`src/rtl/regfile_datapath_de2.sv`:
```
// regfile_datapath_de2: board-level single-clock datapath.
// A raw push-button is synchronised and debounced into a one-cycle step enable
// (or an internal divider generates steps in run mode). Each step executes one
// ALU operation on a small register file and updates zero/carry flags and a
// step counter.
//
// Ports:
//   CLOCK_50   - system clock, all state on rising edge
//   RST_N      - asynchronous active-low reset
//   key_step_n - raw active-low step button (asynchronous)
//   run        - 1: auto-run every RUN_PERIOD cycles, 0: step on button press
//   imm        - immediate operand
//   op_sel     - 00 load imm, 01 add, 10 sub, 11 xor
//   dst_sel    - destination / first-operand register index
//   src_sel    - second-operand register index
//   wr_en      - write result to R[dst_sel] on step
//   dst_val    - R[dst_sel], combinational
//   src_val    - R[src_sel], combinational
//   zero       - last executed result was zero
//   carry      - carry (add) / borrow (sub) of last executed step
//   step_cnt   - number of executed steps, wraps
//   step_pulse - high in the cycle a step executes
module regfile_datapath_de2 #(
  parameter int unsigned WIDTH           = 8,
  parameter int unsigned NREG            = 4,
  parameter int unsigned DEBOUNCE_CYCLES = 500000,
  parameter int unsigned RUN_PERIOD      = 25000000,
  localparam int unsigned SELW           = $clog2(NREG)
) (
  input  logic             CLOCK_50,
  input  logic             RST_N,
  input  logic             key_step_n,
  input  logic             run,
  input  logic [WIDTH-1:0] imm,
  input  logic [1:0]       op_sel,
  input  logic [SELW-1:0]  dst_sel,
  input  logic [SELW-1:0]  src_sel,
  input  logic             wr_en,
  output logic [WIDTH-1:0] dst_val,
  output logic [WIDTH-1:0] src_val,
  output logic             zero,
  output logic             carry,
  output logic [7:0]       step_cnt,
  output logic             step_pulse
);

  localparam int unsigned DbW  = $clog2(DEBOUNCE_CYCLES);
  localparam int unsigned RunW = $clog2(RUN_PERIOD);

  // Synchroniser flops reset to 1 (button released).
  logic            sync1_q, sync2_q;
  logic            pressed_q, pressed_d;
  logic [DbW-1:0]  db_cnt_q, db_cnt_d;
  logic [RunW-1:0] run_cnt_q, run_cnt_d;
  logic            step_pulse_q, step_pulse_d;
  logic            zero_q, zero_d;
  logic            carry_q, carry_d;
  logic [7:0]      step_cnt_q, step_cnt_d;
  logic [WIDTH-1:0] regs_q [NREG];
  logic [WIDTH-1:0] regs_d [NREG];

  logic             btn_lvl;
  logic             press_rise;
  logic             run_tick;
  logic [WIDTH-1:0] op_a, op_b, result;
  logic [WIDTH:0]   sum_w, diff_w;
  logic             res_carry;

  // Debounce: accept a new level only after DEBOUNCE_CYCLES consecutive
  // differing samples; any agreeing sample restarts the count.
  always_comb begin
    btn_lvl    = ~sync2_q;
    pressed_d  = pressed_q;
    db_cnt_d   = '0;
    press_rise = 1'b0;
    if (btn_lvl != pressed_q) begin
      if (db_cnt_q == DbW'(DEBOUNCE_CYCLES - 1)) begin
        pressed_d  = btn_lvl;
        press_rise = btn_lvl;
      end else begin
        db_cnt_d = db_cnt_q + DbW'(1);
      end
    end
  end

  // Run-mode divider, held at 0 outside run mode so a new run starts a full period.
  always_comb begin
    run_cnt_d = '0;
    run_tick  = 1'b0;
    if (run) begin
      if (run_cnt_q == RunW'(RUN_PERIOD - 1)) begin
        run_tick = 1'b1;
      end else begin
        run_cnt_d = run_cnt_q + RunW'(1);
      end
    end
    step_pulse_d = run ? run_tick : press_rise;
  end

  // ALU; the extra top bit of sum/diff is the carry/borrow.
  always_comb begin
    op_a      = regs_q[dst_sel];
    op_b      = regs_q[src_sel];
    sum_w     = {1'b0, op_a} + {1'b0, op_b};
    diff_w    = {1'b0, op_a} - {1'b0, op_b};
    result    = '0;
    res_carry = 1'b0;
    unique case (op_sel)
      2'b00: result = imm;
      2'b01: begin
        result    = sum_w[WIDTH-1:0];
        res_carry = sum_w[WIDTH];
      end
      2'b10: begin
        result    = diff_w[WIDTH-1:0];
        res_carry = diff_w[WIDTH];
      end
      default: result = op_a ^ op_b;
    endcase
  end

  // Execute in the step_pulse cycle; results visible the following cycle.
  always_comb begin
    regs_d     = regs_q;
    zero_d     = zero_q;
    carry_d    = carry_q;
    step_cnt_d = step_cnt_q;
    if (step_pulse_q) begin
      if (wr_en) begin
        regs_d[dst_sel] = result;
      end
      zero_d     = (result == '0);
      carry_d    = res_carry;
      step_cnt_d = step_cnt_q + 8'd1;
    end
  end

  always_ff @(posedge CLOCK_50 or negedge RST_N) begin
    if (!RST_N) begin
      sync1_q      <= 1'b1;
      sync2_q      <= 1'b1;
      pressed_q    <= 1'b0;
      db_cnt_q     <= '0;
      run_cnt_q    <= '0;
      step_pulse_q <= 1'b0;
      zero_q       <= 1'b0;
      carry_q      <= 1'b0;
      step_cnt_q   <= '0;
      regs_q       <= '{default: '0};
    end else begin
      sync1_q      <= key_step_n;
      sync2_q      <= sync1_q;
      pressed_q    <= pressed_d;
      db_cnt_q     <= db_cnt_d;
      run_cnt_q    <= run_cnt_d;
      step_pulse_q <= step_pulse_d;
      zero_q       <= zero_d;
      carry_q      <= carry_d;
      step_cnt_q   <= step_cnt_d;
      regs_q       <= regs_d;
    end
  end

  assign dst_val    = regs_q[dst_sel];
  assign src_val    = regs_q[src_sel];
  assign zero       = zero_q;
  assign carry      = carry_q;
  assign step_cnt   = step_cnt_q;
  assign step_pulse = step_pulse_q;

endmodule

```
`config.mk`:
```
export PLATFORM = sky130hd
export DESIGN_NAME = regfile_datapath_de2
export DESIGN_NICKNAME = d
export VERILOG_FILES = /design/src/rtl/regfile_datapath_de2.sv
export SDC_FILE = /design/constraint.sdc
export NUM_CORES = 1
export LEC_CHECK = 0
export BUFFER_PORTS_ARGS = -buffer_cell sky130_fd_sc_hd__buf_2
export CORE_MARGIN = 1.5
export CORE_UTILIZATION = 55
export CTS_CLUSTER_SIZE = 25
export DETAILED_ROUTE_END_ITERATION = 8
export PLACE_DENSITY = 0.75
export SLEW_MARGIN = 20
export SYNTH_ARGS = -nofsm -noshare
export SYNTH_HDL_FRONTEND = slang
export SYNTH_SLANG_ARGS = --single-unit
```
`constraint.sdc`:
```
create_clock -name CLOCK_50 -period 3.2 [get_ports CLOCK_50]
set_clock_uncertainty 0.2 [all_clocks]
set_input_delay 0.16 -clock CLOCK_50 [delete_from_list [all_inputs] [get_ports CLOCK_50]]
set_output_delay 0.16 -clock CLOCK_50 [all_outputs]
set_load 0.02 [all_outputs]
```
==> results of run 1 <==
-- state kept, by name, indices dropped and copies added, names as in the netlist --
signal / flops
carry: 1
db_cnt_q: 19
pressed_q: 1
regs_q: 32
run_cnt_q: 25
step_cnt: 8
step_pulse: 1
sync1_q: 1
sync2_q: 1
zero: 1
-- layout make-up --
class	instances	area (um2)	area share
multi-input combinational	384	2760	0.474
sequential	90	2250	0.387
timing repair buffer	65	385	0.0662
tap	111	139	0.0238
clock buffer	9	124	0.0213
inverter	27	101	0.0174
clock inverter	7	60.1	0.0103
-- power breakdown --
group	switching (mW)	leakage [nW]	internal, mW
Clock	0.424	0.0844	0.294
Combinational	1.11	1.39	0.806
Sequential	0.172	1.21	1.33
-- what timing repair did --
action,4_1_cts,5_1_grt
buffers inserted,0,2
endpoints found under the setup margin,0,5
endpoints found under the hold margin,61,0
resized for setup,0,10
hold buffers,3,0
-- per-layer routing --
layer	part of all wire	wire, um	global-route usage	up-vias
met4	0.017	182	0.0867	0
met1	0.46	5020	0.309	1925
li1	-	-	-	1927
met3	0.039	424	0.0362	15
met5	0	0	0	-
met2	0.48	5230	0.370	85
-- critical path, delay by kind of cell (launching register included) --
kind | cells | cell delay [ns]
flip-flops | 1 | 0.40
AO/OA/AOI/OAI | 4 | 0.80
AND/OR/NAND/NOR | 3 | 0.52
multiplexers | 1 | 0.55
adder cells (fa/ha/maj) | 2 | 0.52
-- cells by family (layout without fill, tap and decap cells) --
logic type      after synthesis  in the layout  share of synthesized area
simple gates                199            199                      0.189
mux                          21             21                     0.0792
fa+ha+maj                    26             26                     0.0654
xor+xnor                     45             45                     0.0758
buf+inv                      50            108                     0.0433
compound gates               93             93                      0.114
flops                        90             90                      0.434
-- worst min path at each step --
stage | start | endpoint | cells past startpoint
after floorplan | RST_N | carry$_DFFE_PN0P_ | 0
after global placement | RST_N | step_cnt[4]$_DFFE_PN0P_ | 1
after detailed placement | RST_N | regs_q[23]$_DFFE_PN0P_ | 1
after CTS | imm[0] | regs_q[16]$_DFFE_PN0P_ | 3
after global routing | imm[0] | regs_q[16]$_DFFE_PN0P_ | 3
final | imm[0] | regs_q[16]$_DFFE_PN0P_ | 3
-- synth_stat cells, types with 3 or more instances --
| library cell | count |
|---|---|
| a21oi_1 | 16 |
| nor2b_1 | 4 |
| dfrtp_1 | 88 |
| nand2_1 | 64 |
| nand4_1 | 7 |
| buf_2 | 6 |
| o21ai_0 | 43 |
| xor2_1 | 31 |
| ha_1 | 24 |
| and2b_1 | 3 |
| or3_1 | 5 |
| o22ai_1 | 3 |
| nand3_1 | 22 |
| a31oi_1 | 3 |
| mux4_2 | 16 |
| xnor2_1 | 14 |
| and3_1 | 10 |
| clkbuf_1 | 8 |
| inv_1 | 26 |
| nor2_1 | 56 |
| and4_1 | 3 |
| mux2i_1 | 4 |
| buf_4 | 6 |
| nand2b_1 | 4 |
-- metrics by stage --
| step | total power, mW | hold slack, ns | setup WS [ns] | util | TNS, ns |
|---|---|---|---|---|---|
| global placement | 3.26 | 0.0581 | 0.101 | 0.604 | 0 |
| finish | 4.14 | 0.00899 | 0.100 | 0.633 | 0 |
| detailed placement | 3.31 | 0.0702 | 0.0497 | 0.604 | 0 |
| global route | 4.41 | 0.0288 | -0.00516 | 0.633 | -0.00516 |
| floorplan | 2.80 | -0.336 | 0.0733 | - | 0 |
| CTS | 4.04 | 0.00738 | 0.0516 | 0.627 | 0 |
==> metrics, run 1 <==
CP startpoint kind flop; clock slew at reported path FFs 0.09 ns; Synth warnings 0; outcome finished clean; most frequent cells in the layout dfrtp_1, nand2_1, nor2_1; largest net degree at the start of global routing 61; Reg2Reg Setup Slack 0.10 ns; Critical Path Fanout Max 4; total track usage 0.227; clk_lat worst skew 0.36 ns; ys async rst share 1.00; Setup CP Type reg -> reg; first-pass GRT wire length 17.9 mm; Synth cell types 68; Lkg Pwr 2.68 nW; # IOs 46; ANT nets after route 0; Synth area leaders dfrtp_1, mux4_2, ha_1, xor2_1, nand2_1; Buffers on Ports 45; GPL Wtd Cong 0.918; TritonCTS clock tree built; post-synthesis register bit count 90; Most used DFF post-synth dfrtp_1; Mapped Cells approximately 520; area grow syn2layout 12.0%; worst hold-check path type in -> reg; Synth top area share 0.423; cts bufs inserted 9; First DRT Iteration DRCs 232; net count after synthesis 569; Mapped Area 0.00520 mm2; final wirelength 10.9 mm; final worst-path cycle share 0.969; Post-synth EDFFs 0; layout cells sized above 1 0.208; Sink Count 90; actual slew at the worst max-slew pin 0.737 ns; Peak supply drop 0.259 mV; DP Wirelength a little over 8 mm; min Tclk post-route 3.10 ns; fin. max-slew vios 0; WL per Instance 15.7 um; TritonRoute pass-1 iters 4; Final nets 622; PwrDens approximately 700 mW/mm2; CP peak stage delay 0.55 ns; Inst Count DP around 670; Final Non-Filler Cells 693; Slowest-stage cell, CP mux4_2; fill count 757; n_diodes 0; die width 100 um; GRT overflow 0; number of global-route vias before repair 3806; Finished Cell Area 0.00582 mm2; core box area between 0.009 and 0.01 mm2; residual DRC count 0; Rows 35; Crit path required time about 3.3 ns; RR Endpoint zero$_DFFE_PN0P_; Starting Density 0.565; height of the die approximately 100 um; clk buf depth 2; depth of the most critical reg-to-reg path 10; worst path arrival time approximately 3.2 ns; DP Area around 0.0056 mm2; H-tree depth 3; fmax 0.323 GHz; maxcap violations 0; Final Setup Violations 0; Avg Synthesized Cell Area 9.92 um2; number of vias in the routed layout 3952; crit path cell chain mux4_2 -> ha_4 -> fa_2 -> and2b_1 -> nor2_1 -> o31a_1 -> o22ai_2 -> o211ai_2 -> and4_1 -> a32o_1; Final Hold Fails 0; Slew headroom 0.509; Die ar. about 0.010 mm2; commonest non-fill, non-tap cell in the layout dfrtp_1; r2r startpoint regs_q[0]$_DFFE_PN0P_; sequential area share after synthesis 0.434; worst setup path end zero$_DFFE_PN0P_; crit path from regs_q[0]$_DFFE_PN0P_; Yosys top cell by area dfrtp_1; initial antenna violation count 0; endpoint class of the critical path flop; Via density 5.70; clk root buf clkbuf_8
(Power assumes the default switching activity.)
==> inputs of run 2 (changes only) <==
Settings changed: CORE_UTILIZATION 55 to 54, PLACE_DENSITY 0.75 to 0.76.
Clock period 3.2 ns to 2.55 ns, I/O delays scaled along.
==> run 2 against run 1 <==
Net effect: the flow now finishes with violations (setup timing); power increased by 52%; worst setup slack worse by 0.64 ns; routed wire length up 14%; clock power is 56% higher; non-clock buffer count rose by 50; largest cell class unchanged; via count grew 10%.
==> metrics, run 2 (synthesis gave the netlist of run 1 again) <==
commonest non-fill, non-tap cell in the layout dfrtp_1; actual slew at the worst max-slew pin 0.650 ns (-0.0862 ns); Finished Cell Area 0.00649 mm2 (+11%); Lkg Pwr 3.01 nW (+12%); height of the die 101 um (+0.89%); min Tclk post-route 3.09 ns (-0.0109 ns); largest net degree at the start of global routing 51 (-16%); Setup CP Type reg -> reg; Via density 5.72 (+0.35%); worst hold-check path type in -> reg; TritonCTS clock tree built; cts bufs inserted 9 (unchanged); HP Start imm[0]; WL per Instance 16.3 um (+4.0%); total power 6.29 mW (+52%); post-route worst setup slack -0.539 ns (-0.639 ns); r2r startpoint regs_q[0]$_DFFE_PN0P_; Rows 35 (unchanged); Final Hold Fails 0 (unchanged); Die ar. 0.0102 mm2 (+1.8%); crit path from regs_q[0]$_DFFE_PN0P_; clock slew at reported path FFs 0.10 ns (about the same); final wirelength 12.4 mm (+14%); Sink Count 90 (unchanged); Final Setup Violations 26 (+26); GPL Wtd Cong 0.910 (-0.90%); fmax 0.324 GHz (+0.35%); first-pass GRT wire length 19.7 mm (+9.8%); Hold Path Depth 4 (+1); maxcap violations 0 (unchanged); Largest register FFs 32 (unchanged); worst path arrival time 3.18 ns (+0.03 ns); clk_lat worst skew 0.36 ns (about the same); fin. max-slew vios 0 (unchanged); core box area 0.00928 mm2 (+0.95%); ANT nets after route 0 (unchanged); WHS 0.0930 ns (+0.0840 ns); clk root buf clkbuf_8; clk buf depth 2 (unchanged); Crit path required time 2.65 ns (-0.60 ns); DP Area 0.00599 mm2 (+7.7%); die width 101 um (+0.89%); number of vias in the routed layout 4355 (+10%); post-place setup slack -0.540 ns (-0.589 ns); Peak supply drop 0.468 mV (+81%); Hold Path End regs_q[8]$_DFFE_PN0P_; TritonRoute pass-1 iters 5 (+1); endpoint class of the critical path flop; # IOs 46 (unchanged); H-tree depth 3 (unchanged); most frequent cells in the layout dfrtp_1, nand2_1, buf_4; total track usage 0.245 (+0.0180); DP Wirelength 8.66 mm (+7.7%); outcome complete, but fails checks; depth of the most critical reg-to-reg path 12 (+2); Util after Layout 0.699 (+0.0653); PwrDens 970 mW/mm2 (+37%); RR Endpoint zero$_DFFE_PN0P_; layout cells sized above 1 0.313 (+0.105); Buffers on Ports 45 (unchanged); failing checks setup timing; Critical Path Fanout Max 3 (-1); Largest regs regs_q x32, run_cnt_q x25, db_cnt_q x19; RSZ-0062 raised after global routing true; n_diodes 0 (unchanged); initial antenna violation count 1 (+1); Biggest register regs_q; Starting Density 0.560 (-0.00533); number of global-route vias before repair 4244 (+12%); CP startpoint kind flop; residual DRC count 0 (unchanged); Reg2Reg Setup Slack -0.54 ns (-0.64 ns); First DRT Iteration DRCs 302 (+30%); area grow syn2layout 24.7%; Slew headroom 0.566 (+0.0575); GRT overflow 0 (unchanged); Final nets 672 (+8.0%); final worst-path cycle share 1.21 (+0.243)
[run 2: where the power goes]
part	total, mW	switching [mW]	internal [mW]	leakage, nW
Clock	1.12	0.523	0.593	0.119
Sequential	1.89	0.213	1.67	1.21
Combinational	3.29	1.72	1.57	1.68
Total	6.29	2.45	3.84	3.01
[run 2: area by class of cell]
type                       instances  area [um2]
multi-input combinational        384        2920
fill                             687        2800
sequential                        90        2250
timing repair buffer             115         811
tap                              129         161
clock buffer                      10         138
inverter                          27         101
clock inverter                     6        97.6
[run 2: timing repair]
action | 4_1_cts | 5_1_grt
gates resized for setup | 30 | 27
pin swaps | 13 | 9
buffers inserted | 7 | 3
hold buffers | 4 | 0
endpoints found under the hold margin | 53 | 0
cloned | 0 | 0
setup endpoints to repair | 30 | 30
[run 2: metrics by stage]
stage / setup TNS (ns) / instances
after global placement: -6.13 / 735
after detailed placement: -7.88 / 735
final: -8.55 / 761
after global routing: -11.59 / 761
after CTS: -7.15 / 761
after floorplan: -2.88 / 524
[run 2: worst max-delay path by stage]
stage                                   to  slack (ns)
after floorplan           zero$_DFFE_PN0P_       -0.39
after global placement    zero$_DFFE_PN0P_       -0.41
after detailed placement  zero$_DFFE_PN0P_       -0.54
after CTS                 zero$_DFFE_PN0P_       -0.45
after global routing      zero$_DFFE_PN0P_       -0.73
final                     zero$_DFFE_PN0P_       -0.54
[run 2: layer usage]
layer,global-route usage,share of wire
met5,0,0.0010
met1,0.320,0.41
met3,0.0428,0.053
met2,0.409,0.50
met4,0.103,0.033
[run 2: critical path, stage by stage (launching register included)]
cell      delay [ns]
dfrtp_1         0.40
mux4_2          0.56
ha_4            0.20
inv_2           0.06
fa_2            0.23
buf_6           0.11
xor2_2          0.06
a221oi_2        0.32
o21ai_2         0.11
nand2_1         0.12
and4_1          0.24
and4_1          0.22
a32o_1          0.17
==> inputs of run 3 (changes only) <==
Settings changed: MAX_ROUTING_LAYER set to met4.
==> run 3 against run 2 <==
Net effect: the run still ends with setup timing left; maximum frequency is 1.1% higher; non-clock buffer count grew 3; first-iteration DRC count fell by 18%; sequential share of layout area hardly changed; die area did not move; largest power group unchanged; highest routed layer is now met4.
==> metrics, run 3 (synthesis gave the netlist of run 1 again) <==
DP Wirelength 8.52 mm (-1.7%); WL met2 5.96 mm (-3.9%); crit path cell chain mux4_2 -> ha_2 -> inv_1 -> fa_2 -> buf_4 -> xor2_1 -> a221oi_2 -> o21ai_1 -> nand2_1 -> and4_1 -> and4_1 -> a32o_1; clk buf depth 2 (unchanged); most frequent cells in the layout dfrtp_1, nand2_1, buf_4; Buffers on Ports 45 (unchanged); H-tree depth 3 (unchanged); Lkg Pwr 3.00 nW (-0.24%); endpoint class of the critical path flop; final wirelength 12.2 mm (-1.4%); number of global-route vias before repair 4062 (-4.3%); final worst-path cycle share 1.20 (-0.0134); ANT nets after route 0 (unchanged); maxcap violations 0 (unchanged); post-place setup slack -0.485 ns (+0.0546 ns); clock slew at reported path FFs 0.10 ns (about the same); residual DRC count 0 (unchanged); Slowest-stage cell, CP mux4_2; Final nets 675 (+0.45%); Crit path required time 2.61 ns (-0.04 ns); fin. max-slew vios 0 (unchanged); fmax 0.327 GHz (+1.1%); internal power 3.77 mW (-1.8%); Die ar. 0.0102 mm2 (unchanged); Starting Density 0.560 (unchanged); number of vias in the routed layout 4275 (-1.8%); commonest non-fill, non-tap cell in the layout dfrtp_1; cts bufs inserted 9 (unchanged); post-route worst setup slack -0.505 ns (+0.0341 ns); outcome complete, but fails checks; actual slew at the worst max-slew pin 0.653 ns (+0.00274 ns); DP Area 0.00599 mm2 (unchanged); largest net degree at the start of global routing 51 (unchanged); Comb pwr share 0.539 (+0.016); Finished Cell Area 0.00649 mm2 (+0.14%); GPL Wtd Cong 0.908 (-0.15%); First DRT Iteration DRCs 249 (-18%); DRT met1 WL 5.39 mm (+5.4%); Final Non-Filler Cells 764 (+0.39%); Peak supply drop 0.391 mV (-16%); Via density 5.60 (-2.2%); height of the die 101 um (unchanged); min Tclk post-route 3.05 ns (-0.0341 ns); Sink Count 90 (unchanged); Clk pwr share 0.161 (-0.016); worst hold-check path type in -> reg; CP peak stage delay 0.56 ns (about the same); Biggest register regs_q; failing checks setup timing; worst path arrival time 3.11 ns (-0.07 ns); Setup CP Type reg -> reg; clk_lat worst skew 0.36 ns (about the same); Reg2Reg Setup Slack -0.50 ns (+0.03 ns); DR top layer met4; initial antenna violation count 0 (-1); register area 0.00225 mm2 (unchanged); TritonRoute pass-1 iters 5 (unchanged); Slew headroom 0.565 (-0.00182); area grow syn2layout 24.9%; WL per Instance 16.0 um (-1.8%); # IOs 46 (unchanged); PwrDens 971 mW/mm2 (+0.13%); clk root buf clkbuf_8; fill count 688 (+0.15%); Util after Layout 0.700 (+0.000944); Sw Ratio 0.403 (+0.0128); Rows 35 (unchanged); Critical Path Fanout Max 4 (+1); TritonCTS clock tree built; Final Setup Violations 29 (+12%); GRT overflow 0 (unchanged); core box area 0.00928 mm2 (unchanged); Reg power frac 0.300 (about the same); first-pass GRT wire length 19.3 mm (-2.1%); cell repeated most along the worst path and4_1; multi-input logic area 0.00294 mm2 (+0.68%); Inst Count DP 735 (unchanged); die width 101 um (unchanged); CP startpoint kind flop; met3 wire length 617 um (-6.9%); total track usage 0.250 (+0.00420); Final Hold Fails 0 (unchanged); RSZ-0062 raised after global routing true; Largest regs regs_q x32, run_cnt_q x25, db_cnt_q x19; Net Switching 2.54 mW (+3.6%); n_diodes 0 (unchanged); Largest register FFs 32 (unchanged); layout cells sized above 1 0.324 (+0.0111)
run 3: final timing paths:
| check | endpoint | cells after the start | from |
|---|---|---|---|
| min in group asynchronous | db_cnt_q[1]$_DFF_PN0_ | 2 | RST_N |
| max in group asynchronous | run_cnt_q[14]$_DFF_PN0_ | 3 | RST_N |
| max | zero$_DFFE_PN0P_ | 12 | regs_q[0]$_DFFE_PN0P_ |
| max reg2reg | zero$_DFFE_PN0P_ | 12 | regs_q[0]$_DFFE_PN0P_ |
| min reg2reg | sync2_q$_DFF_PN1_ | 0 | sync1_q$_DFF_PN1_ |
| min | regs_q[24]$_DFFE_PN0P_ | 4 | imm[0] |
run 3: repair_timing:
action / in CTS / in global routing
resized for setup: 27 / 29
pin swaps: 13 / 6
endpoints found under the hold margin: 53 / 0
hold buffers: 4 / 0
endpoints found under the setup margin: 30 / 30
setup buffers: 6 / 4
run 3: through the flow:
step           power [mW]  TNS [ns]  hold slack [ns]
2_1_floorplan        3.60     -2.88           -0.368
3_3_place_gp         4.67     -6.33         -0.00640
3_5_place_dp         4.78     -7.78         -0.00311
4_1_cts              6.02     -7.19           0.0237
5_1_grt              6.68    -11.43           0.0539
6_report             6.31     -9.09           0.0715
run 3: power by group through the flow:
stage	logic, mW	registers, mW	clock network (mW)
2_1_floorplan	1.69	1.91	0
3_3_place_gp	2.78	1.89	0
3_5_place_dp	2.87	1.91	0
4_1_cts	3.10	1.88	1.04
5_1_grt	3.65	1.92	1.11
6_report	3.40	1.89	1.02
run 3: critical path: cells and delay by family (launching register included):
family,cells,cell delay [ns]
buffers and inverters,2,0.18
multiplexers,1,0.56
AND/OR/NAND/NOR,3,0.55
AO/OA/AOI/OAI,3,0.47
XOR/XNOR,1,0.16
adder cells (fa/ha/maj),2,0.43
flip-flops,1,0.41
run 3: layout make-up:
type	instances	area share
flip-flops and latches	90	0.347
clock inverters	7	0.0131
well taps	129	0.0249
repair buffers	118	0.127
clock buffers	9	0.0191
inverters	27	0.0156
multi-input cells	384	0.453
run 3: routing by layer:
| metal | up-vias | GRT usage |
|---|---|---|
| met5 | - | - |
| met3 | 28 | 0.0428 |
| met2 | 139 | 0.396 |
| li1 | 2032 | - |
| met1 | 2076 | 0.320 |
| met4 | 0 | 0.103 |
